`src/rtl/regfile_tagged.sv`:
```
// Architectural register file with a per-register busy bit and ROB tag.
// Dispatch renames mark a destination busy under a ROB tag. ROB commits write
// data and clear busy only when the committing tag still owns the register.
// A flush clears all busy state. Committed data is kept across a flush.
// Reads are combinational and forward a same-cycle commit. A same-cycle rename
// or flush is not visible on the read ports.
module regfile_tagged #(
  parameter int unsigned DATA_W   = 32,
  parameter int unsigned REG_NUM  = 32,
  parameter int unsigned IDX_W    = 5,
  parameter int unsigned TAG_W    = 4,
  parameter int unsigned RD_PORTS = 2
) (
  input  logic                         clk_in,
  input  logic                         rst_in,
  input  logic                         flush_in,
  input  logic                         renameE_in,
  input  logic [IDX_W-1:0]             renameIdx_in,
  input  logic [TAG_W-1:0]             renameTag_in,
  input  logic                         commitE_in,
  input  logic [IDX_W-1:0]             commitIdx_in,
  input  logic [TAG_W-1:0]             commitTag_in,
  input  logic [DATA_W-1:0]            commitData_in,
  input  logic [RD_PORTS*IDX_W-1:0]    readIdx_in,
  output logic [RD_PORTS*DATA_W-1:0]   readData_out,
  output logic [RD_PORTS-1:0]          readBusy_out,
  output logic [RD_PORTS*TAG_W-1:0]    readTag_out,
  output logic [IDX_W:0]               busyCnt_out
);

  logic [DATA_W-1:0] data_q [REG_NUM];
  logic [DATA_W-1:0] data_d [REG_NUM];
  logic [TAG_W-1:0]  tag_q  [REG_NUM];
  logic [TAG_W-1:0]  tag_d  [REG_NUM];
  logic [REG_NUM-1:0] busy_q, busy_d;
  logic [IDX_W:0]     busyCnt_q, busyCnt_d;

  logic commit_wr;
  logic commit_clr;
  logic rename_wr;

  // Decode the qualified write strobes; x0 is never a legal destination.
  always_comb begin
    commit_wr  = commitE_in && (commitIdx_in != '0);
    commit_clr = commit_wr && busy_q[commitIdx_in] &&
                 (tag_q[commitIdx_in] == commitTag_in);
    rename_wr  = renameE_in && (renameIdx_in != '0) && !flush_in;
  end

  // Next state: commit data first, then either flush or (commit clear, then rename).
  // The rename is applied after the clear so it wins on the same index.
  always_comb begin
    data_d = data_q;
    tag_d  = tag_q;
    busy_d = busy_q;
    if (commit_wr) begin
      data_d[commitIdx_in] = commitData_in;
    end
    if (flush_in) begin
      busy_d = '0;
      for (int unsigned i = 0; i < REG_NUM; i++) begin
        tag_d[i] = '0;
      end
    end else begin
      if (commit_clr) begin
        busy_d[commitIdx_in] = 1'b0;
        tag_d[commitIdx_in]  = '0;
      end
      if (rename_wr) begin
        busy_d[renameIdx_in] = 1'b1;
        tag_d[renameIdx_in]  = renameTag_in;
      end
    end
  end

  // The busy count is the population count of the next busy vector, so it always
  // agrees with the status table after the edge.
  always_comb begin
    busyCnt_d = '0;
    for (int unsigned i = 0; i < REG_NUM; i++) begin
      busyCnt_d = busyCnt_d + {{IDX_W{1'b0}}, busy_d[i]};
    end
  end

  // State registers with synchronous reset.
  always_ff @(posedge clk_in) begin
    if (rst_in) begin
      for (int unsigned i = 0; i < REG_NUM; i++) begin
        data_q[i] <= '0;
        tag_q[i]  <= '0;
      end
      busy_q    <= '0;
      busyCnt_q <= '0;
    end else begin
      for (int unsigned i = 0; i < REG_NUM; i++) begin
        data_q[i] <= data_d[i];
        tag_q[i]  <= tag_d[i];
      end
      busy_q    <= busy_d;
      busyCnt_q <= busyCnt_d;
    end
  end

  assign busyCnt_out = busyCnt_q;

  for (genvar p = 0; p < RD_PORTS; p++) begin : g_rd
    logic [IDX_W-1:0]  idx;
    logic [DATA_W-1:0] rdata;
    logic              rbusy;
    logic [TAG_W-1:0]  rtag;

    assign idx = readIdx_in[p*IDX_W +: IDX_W];

    // Per-port read with reset/x0 forcing and same-cycle commit forwarding.
    always_comb begin
      rdata = '0;
      rbusy = 1'b0;
      rtag  = '0;
      if (rst_in || (idx == '0)) begin
        rdata = '0;
      end else if (commitE_in && (commitIdx_in == idx)) begin
        rdata = commitData_in;
        if (!commit_clr) begin
          rbusy = busy_q[idx];
          rtag  = tag_q[idx];
        end
      end else begin
        rdata = data_q[idx];
        rbusy = busy_q[idx];
        rtag  = tag_q[idx];
      end
    end

    assign readData_out[p*DATA_W +: DATA_W] = rdata;
    assign readBusy_out[p]                  = rbusy;
    assign readTag_out[p*TAG_W +: TAG_W]    = rtag;
  end

endmodule

```
`config.mk`:
```
export PLATFORM = sky130hd
export DESIGN_NAME = regfile_tagged
export DESIGN_NICKNAME = d
export VERILOG_FILES = /design/src/rtl/regfile_tagged.sv
export SDC_FILE = /design/constraint.sdc
export NUM_CORES = 2
export LEC_CHECK = 0
export ABC_CLOCK_PERIOD_IN_PS = 9300
export CAP_MARGIN = 20
export CORE_AREA = 4 4 323 452
export DETAILED_ROUTE_END_ITERATION = 10
export DIE_AREA = 0 0 327 456
export GPL_TIMING_DRIVEN = 0
export SYNTH_ARGS = -nofsm -noshare
export SYNTH_HDL_FRONTEND = slang
export SYNTH_SLANG_ARGS = --single-unit
```
`constraint.sdc`:
```
create_clock -name clk_in -period 9.3 [get_ports clk_in]
set_clock_uncertainty 0.1 [all_clocks]
set_input_delay 1.86 -clock clk_in [delete_from_list [all_inputs] [get_ports clk_in]]
set_output_delay 1.86 -clock clk_in [all_outputs]
set_load 0.02 [all_outputs]
```
Word level (Yosys, flattened, before mapping)
Cells that the tools add are included.

cells by class
  add/sub/neg operators = 31
  $lt $le $gt $ge = 12
  equal/unequal tests = 3
  muxes and demuxes = 56
  bitwise logic cells = 9
  reduce and logical (&&, ||, !) cells = 19

operators with widths
  operator                                                  count
  bitwise mux 1024 bit                                      1
  two-way mux 32 bit                                        13
  two-way mux 128 bit                                       3
  binary-select mux 32 bit (select 5 bit)                   2
  demux 32 bit (select 5 bit)                               1
  adder 6 x 1 -> 6 bit                                      26
  AND 128 bit                                               1
  bitwise mux 128 bit                                       1
  NOT 128 bit                                               1
  binary-select mux 4 bit (select 5 bit)                    3
  two-way mux 4 bit                                         14
  demux 4 bit (select 5 bit)                                2
  AND 32 bit                                                1
  NOT 32 bit                                                1
  bitwise OR 32 bit                                         1
  greater-or-equal comparator 6 bit, second input constant  4
  < comparator 5 x 6 -> 1 bit, second input constant        4
  NOT 5 -> 6 bit                                            4
  binary-select mux 1 bit (select 5 bit)                    3
  < comparator 6 x 1 -> 1 bit, second input constant        2
  logical AND 1 bit                                         11
  two-way mux 1 bit                                         11
  demux 1 bit (select 5 bit)                                2
  equality test 5 bit                                       2
  12 further kinds                                          16

storage, ports and cells
  register bits after elaboration = 1,190
  input bits = 65
  output and inout port bits = 80

Depth between registers and ports, before layout
  depth in word-level cells = 42
  depth in mapped cells = 30
  gate-level depth less buffers = 23

Worst setup path before layout
No wires, ideal clock.

  path type = input to register
  start point = input commitIdx_in[0]
  end point = register busyCnt_q[4] (netlist: busyCnt_out[4])
  setup time = 128 ps
  arrival time = 8,771 ps
  data required time = 9,072 ps
  path slack = 301 ps
  stages = 27
  path through = buf_6 buf_12 buf_12 buf_12 mux4_2 a22oi_2 nand4_1 xor2_1 or4_4 buf_6 buf_2 nor4_2 o21ai_1 fa_1 inv_1 fa_1 fa_1 fa_1 fa_1 inv_1 fa_1 ha_1 fa_1 a21o_1 a21oi_1 xor2_1 nor2_1

on the way
  elaborated cells between the ends (all ways) = 54
  classes of those cells = 31 x add/sub; 2 x order compare; 1 x eq/ne; 11 x mux; 4 x bitwise; 5 x reduce/logical

RTL lines
  what                                                                                                      RTL line  text
  from (decl)                                                                                               21        input logic [IDX_W-1:0] commitIdx_in,
  < comparator 5 x 6 -> 1 bit (not written as such) (tied with other cells)                                 66        busy_d[commitIdx_in] = 1'b0;
  logical AND 1 bit (not written as such) / binary-select mux 4 bit (select 5 bit) (equally long branches)  66, 46
  two-way mux 1 bit (not written as such) / two-way mux 4 bit (equally long branches)                       66, 46
  demux 1 bit (select 5 bit) / two-way mux 4 bit (equally long branches)                                    66, 46
  NOT 32 bit (no source line) / equality test 4 bit (equally long branches)                                 n/a
  AND 32 bit (no source line) / logical AND 1 bit (equally long branches)                                   n/a
  two-way mux 32 bit (*)                                                                                    65        if (commit_clr) begin
  two-way mux 32 bit (*)                                                                                    59        if (flush_in) begin
  bitwise OR 32 bit (no source line)                                                                        n/a
  two-way mux 32 bit (*)                                                                                    69        if (rename_wr) begin
  two-way mux 32 bit (*)                                                                                    59
  named net busy_d[13]                                                                                      35        logic [REG_NUM-1:0] busy_q, busy_d;
  adder 6 x 1 -> 6 bit (*) (19 in a row)                                                                    81        busyCnt_d = busyCnt_d + {{IDX_W{1'b0}}, busy_d[i]};
  to (signal assigned)                                                                                      100       busyCnt_q <= busyCnt_d;
  to (decl)                                                                                                 36        logic [IDX_W:0] busyCnt_q, busyCnt_d;

The timed path passes the listed nets; every way through them passes the cells marked *. The select of a mux whose other input is x is not followed.
A chain may end at the register's enable or synchronous reset.

Final worst setup path
  start point = input readIdx_in[5]
  end point = output readData_out[36]

on the way
  longest elaborated chain between the ends = 6
  elaborated cells between the ends (all ways) = 10
  classes of those cells = 1 x eq/ne; 5 x mux; 1 x bitwise; 3 x reduce/logical

ends and longest elaborated chain
  what                                                   RTL line  text
  from (decl)                                            24        input logic [RD_PORTS*IDX_W-1:0] readIdx_in,
  NOT 5 -> 6 bit (not written as such)                   128       rdata = data_q[idx];
  binary-select mux 32 bit (select 5 bit)                128
  two-way mux 32 bit (not written as such) (2 in a row)  128
  two-way mux 32 bit                                     121       end else if (commitE_in && (commitIdx_in == idx)) begin
  two-way mux 32 bit (*)                                 119       if (rst_in || (idx == '0)) begin
  to (decl)                                              25        output logic [RD_PORTS*DATA_W-1:0] readData_out,

Every way passes the cells marked *; elsewhere a longest branch is shown, timed or not. The select of a mux whose other input is x is not followed.

==> results by group <==
Outcome
  • Failing checks: negative setup slack
  • Status: finished with violations

Synthesis
  • Post-synth top area cell: dfxtp_1
  • Cell count after synthesis: 7,128
  • Syn_area_per_cell: ~8.9 sq um
  • Most used DFF post-synth: dfxtp_1
  • Yosys reg bits: between 1,000 and 1,500
  • Post-synth top area share: a little under two fifths
  • Mapped Area: approximately 0.064 sq mm
  • Post-synth ARST share: 0%
  • Synth warn: 0
  • Synth top cells by count: 2,127 x nand2_1, 1,190 x dfxtp_1, 1,093 x a21oi_1
  • Register area share after synthesis: 37.5%
  • Count leader, synth: nand2_1
  • Top cells by area, synth: dfxtp_1 37%, mux4_2 20%, nand2_1 13%
  • Syn Nets: 7,224
  • Distinct cells, synth: between 60 and 70
  • Number of synthesized flops with an enable pin: 0

Global routing
  • Vias in the first global route: about 59,000
  • First-pass GRT wire length: about 470,000 microns
  • Initial antenna violation count: 33
  • Largest net degree at the start of global routing: 20
  • Gr usage total: between 40% and 50%
  • GRT overflow: 0

Clock tree
  • Inserted Clock Buffers: around 130
  • Clk_lat worst skew: between 0.8 and 0.9 ns
  • CTS tree: yes
  • CTS Buffer Depth: 3
  • H-tree levels: 4
  • Worst-path clk slew: ~0.05 ns
  • Root Driver: clkbuf_16
  • CTS Sinks: ~1,200

Route
  • Vias per cell: roughly 6.6
  • Via count: between 60,000 and 70,000
  • Wire length per cell: 36.2 microns
  • Post-route DRC: 0
  • DRT antenna net count: 0
  • First DRT Iteration DRCs: a little under 9,000
  • Drt total wl: 344,000 microns
  • First-pass iteration count of the detailed router: 6

Worst setup path
  • Critical R2R Capture: busyCnt_out[4]
  • Worst path top cell family by delay: buffers and inverters
  • Setup crit end kind: output port
  • Reg2Reg Setup Slack: roughly 1.2 ns
  • Critical path fanouts, max: 10
  • Worst Path Class, Setup: in2out
  • WP data arrival: 7.59 ns
  • Reg2reg start: tag_q[64]
  • CP Launch Type: input port
  • Crit path top cell by count: clkbuf_1
  • Worst path max stage delay: around 0.79 ns
  • R2R depth: 23
  • Critical path cell sequence: clkbuf_1, buf_2, buf_1, clkbuf_1, buf_8, mux2i_1, a221oi_1, nor2_1, o21ai_0, o211ai_1, a21oi_1, clkdlybuf4s50_1
  • Worst path bufs/invs: 6
  • Crit path required time: 7.34 ns
  • CP max-delay cell: buf_1

Die
  • Boundary pin count: about 150
  • Placeable Area: ~0.14 sq mm
  • Starting Density: approximately 45%
  • Die footprint: 0.149 sq mm
  • Die Y: ~460 microns
  • Core Rows: roughly 160
  • Die span in x: ~330 microns

Cells and area
  • Flip-flop and latch area: approximately 0.024 sq mm
  • Syn-to-layout area delta: 15.6%
  • Final non-filler cell total: approximately 9,500
  • Final nets: between 7,000 and 8,000
  • Layout cells sized above 1: between 10% and 20%
  • Design area: 0.0735 sq mm
  • Fillers: about 13,000
  • Footprint of the multi-input gates: 0.0370 sq mm

Timing
  • Worst rel slew slack: between 10% and 20%
  • Fin. max-slew vios: 0
  • Final Setup Violations: 6
  • Upper clock frequency limit: between 100 and 150 MHz
  • Period utilization: 103%
  • Least-Margin Pin Slew: 1.34 ns
  • Final worst slack: -0.249 ns
  • Hold Violations, Final: 0
  • RSZ-0062 raised after global routing: yes
  • Final min period: approximately 9.5 ns

Placed design
  • Dpl cells: 9,210
  • Dpl cell area: between 0.06 and 0.07 sq mm
  • GPL Wtd Cong: between 1 and 1.5
  • Post-DP HPWL: between 200,000 and 300,000 microns
  • Pre-CTS setup slack: -2.72 ns
  • IO Port Bufs: 104

Power
  • VDD IR max: 0.128 mV
  • Power Density: between 150 and 200 mW/mm^2
  • Static Leak: approximately 24 nW

Min path
  • Hold depth: 2
  • Hold WC Path Type: reg2reg
  • Hold worst-path end: data_q[160]
  • HP Start: data_q[160]

Flow run
  • Total of max-cap violations: 0
## report_power, final
group          internal [mW]  leakage [nW]  switching, mW
registers               5.13          9.59         0.0262
clock network           3.13          2.14           2.36
logic                  0.381          12.3           1.04
total                   8.64          24.1           3.42
## worst max-delay path by stage
| stage | start | slack [ns] | cells after the start | end |
|---|---|---|---|---|
| floorplan | commitIdx_in[0] | 0.30 | 27 | busyCnt_out[4] |
| global placement | commitIdx_in[4] | -3.18 | 26 | busyCnt_out[4] |
| detailed placement | commitIdx_in[3] | -2.72 | 26 | busyCnt_out[4] |
| CTS | commitIdx_in[0] | -0.02 | 28 | busyCnt_out[4] |
| global route | commitIdx_in[4] | -0.14 | 26 | busyCnt_out[4] |
| finish | readIdx_in[5] | -0.25 | 12 | readData_out[36] |
## worst min-delay path, delay by kind of cell, from the launching register on
| family | cells | cell delay (ns) |
|---|---|---|
| AOI/OAI and AO/OA | 1 | 0.05 |
| and+or+nand+nor | 1 | 0.05 |
| DFF | 1 | 0.31 |
## stage by stage
step	setup TNS, ns	hold slack [ns]	util, %	total power, mW
detailed placement	-21.64	0.356	47.9	6.58
floorplan	0	0.343	-	5.92
global placement	-71.84	0.348	47.1	6.52
global route	-0.144	0.379	51.7	12.2
CTS	-0.0230	0.365	51.2	11.9
finish	-0.561	0.364	51.7	12.1
## state kept, by name, summed over array words and instances, names as in the netlist
signal,flops
tag_q,128
busyCnt_out,6
busy_q,32
data_q,1024
## final cells by class
type | instances | area share, %
Clock inverter | 37 | 0.669
Buffer | 751 | 4.27
Timing Repair Buffer | 221 | 3.58
Sequential cell | 1190 | 32.4
Clock buffer | 190 | 5.25
Multi-Input combinational cell | 5151 | 50.3
Antenna cell | 28 | 0.0953
Tap cell | 1909 | 3.25
Inverter | 29 | 0.148
## cell usage in the layout (no fill, tap or decap), types with 32 or more instances in the layout
master,n
nor2b_1,38
a221oi_1,64
clkbuf_1,620
dfxtp_1,1190
clkbuf_2,51
a22oi_1,71
o22ai_1,126
buf_4,40
nand2_1,2127
nand3_1,94
clkdlybuf4s50_1,100
buf_1,65
nor2_1,186
mux2i_1,273
a21oi_1,1092
a211oi_1,32
buf_8,71
clkbuf_16,137
a41o_1,36
o21ai_0,97
o211ai_1,65
mux4_2,564
mux2_2,64
## repair_timing
action	CTS	global route
setup endpoints to repair	37	23
gates resized for setup	94	34
buffers inserted	7	11
pin swaps	11	13
hold buffers	0	0
## routing by layer
metal	vias to the layer above	track usage, %	wire length, microns
met5	-	0.779	242
met3	1694	13.5	35500
li1	26100	-	-
met4	14	50.5	50100
met1	30400	47.6	108000
met2	4559	67.8	150000
## logic make-up (layout without fill, tap and decap cells)
logic type | Yosys count | count (layout) | synth area share (%)
fa+ha+maj | 31 | 31 | 0.893
buf+inv | 787 | 1228 | 4.93
other cells | 0 | 28 | 0
xor+xnor | 14 | 14 | 0.193
compound gates | 1637 | 1637 | 14.6
flops | 1190 | 1190 | 37.5
mux | 910 | 910 | 25.6
simple gates | 2559 | 2559 | 16.3
(Power assumes the default switching activity.)
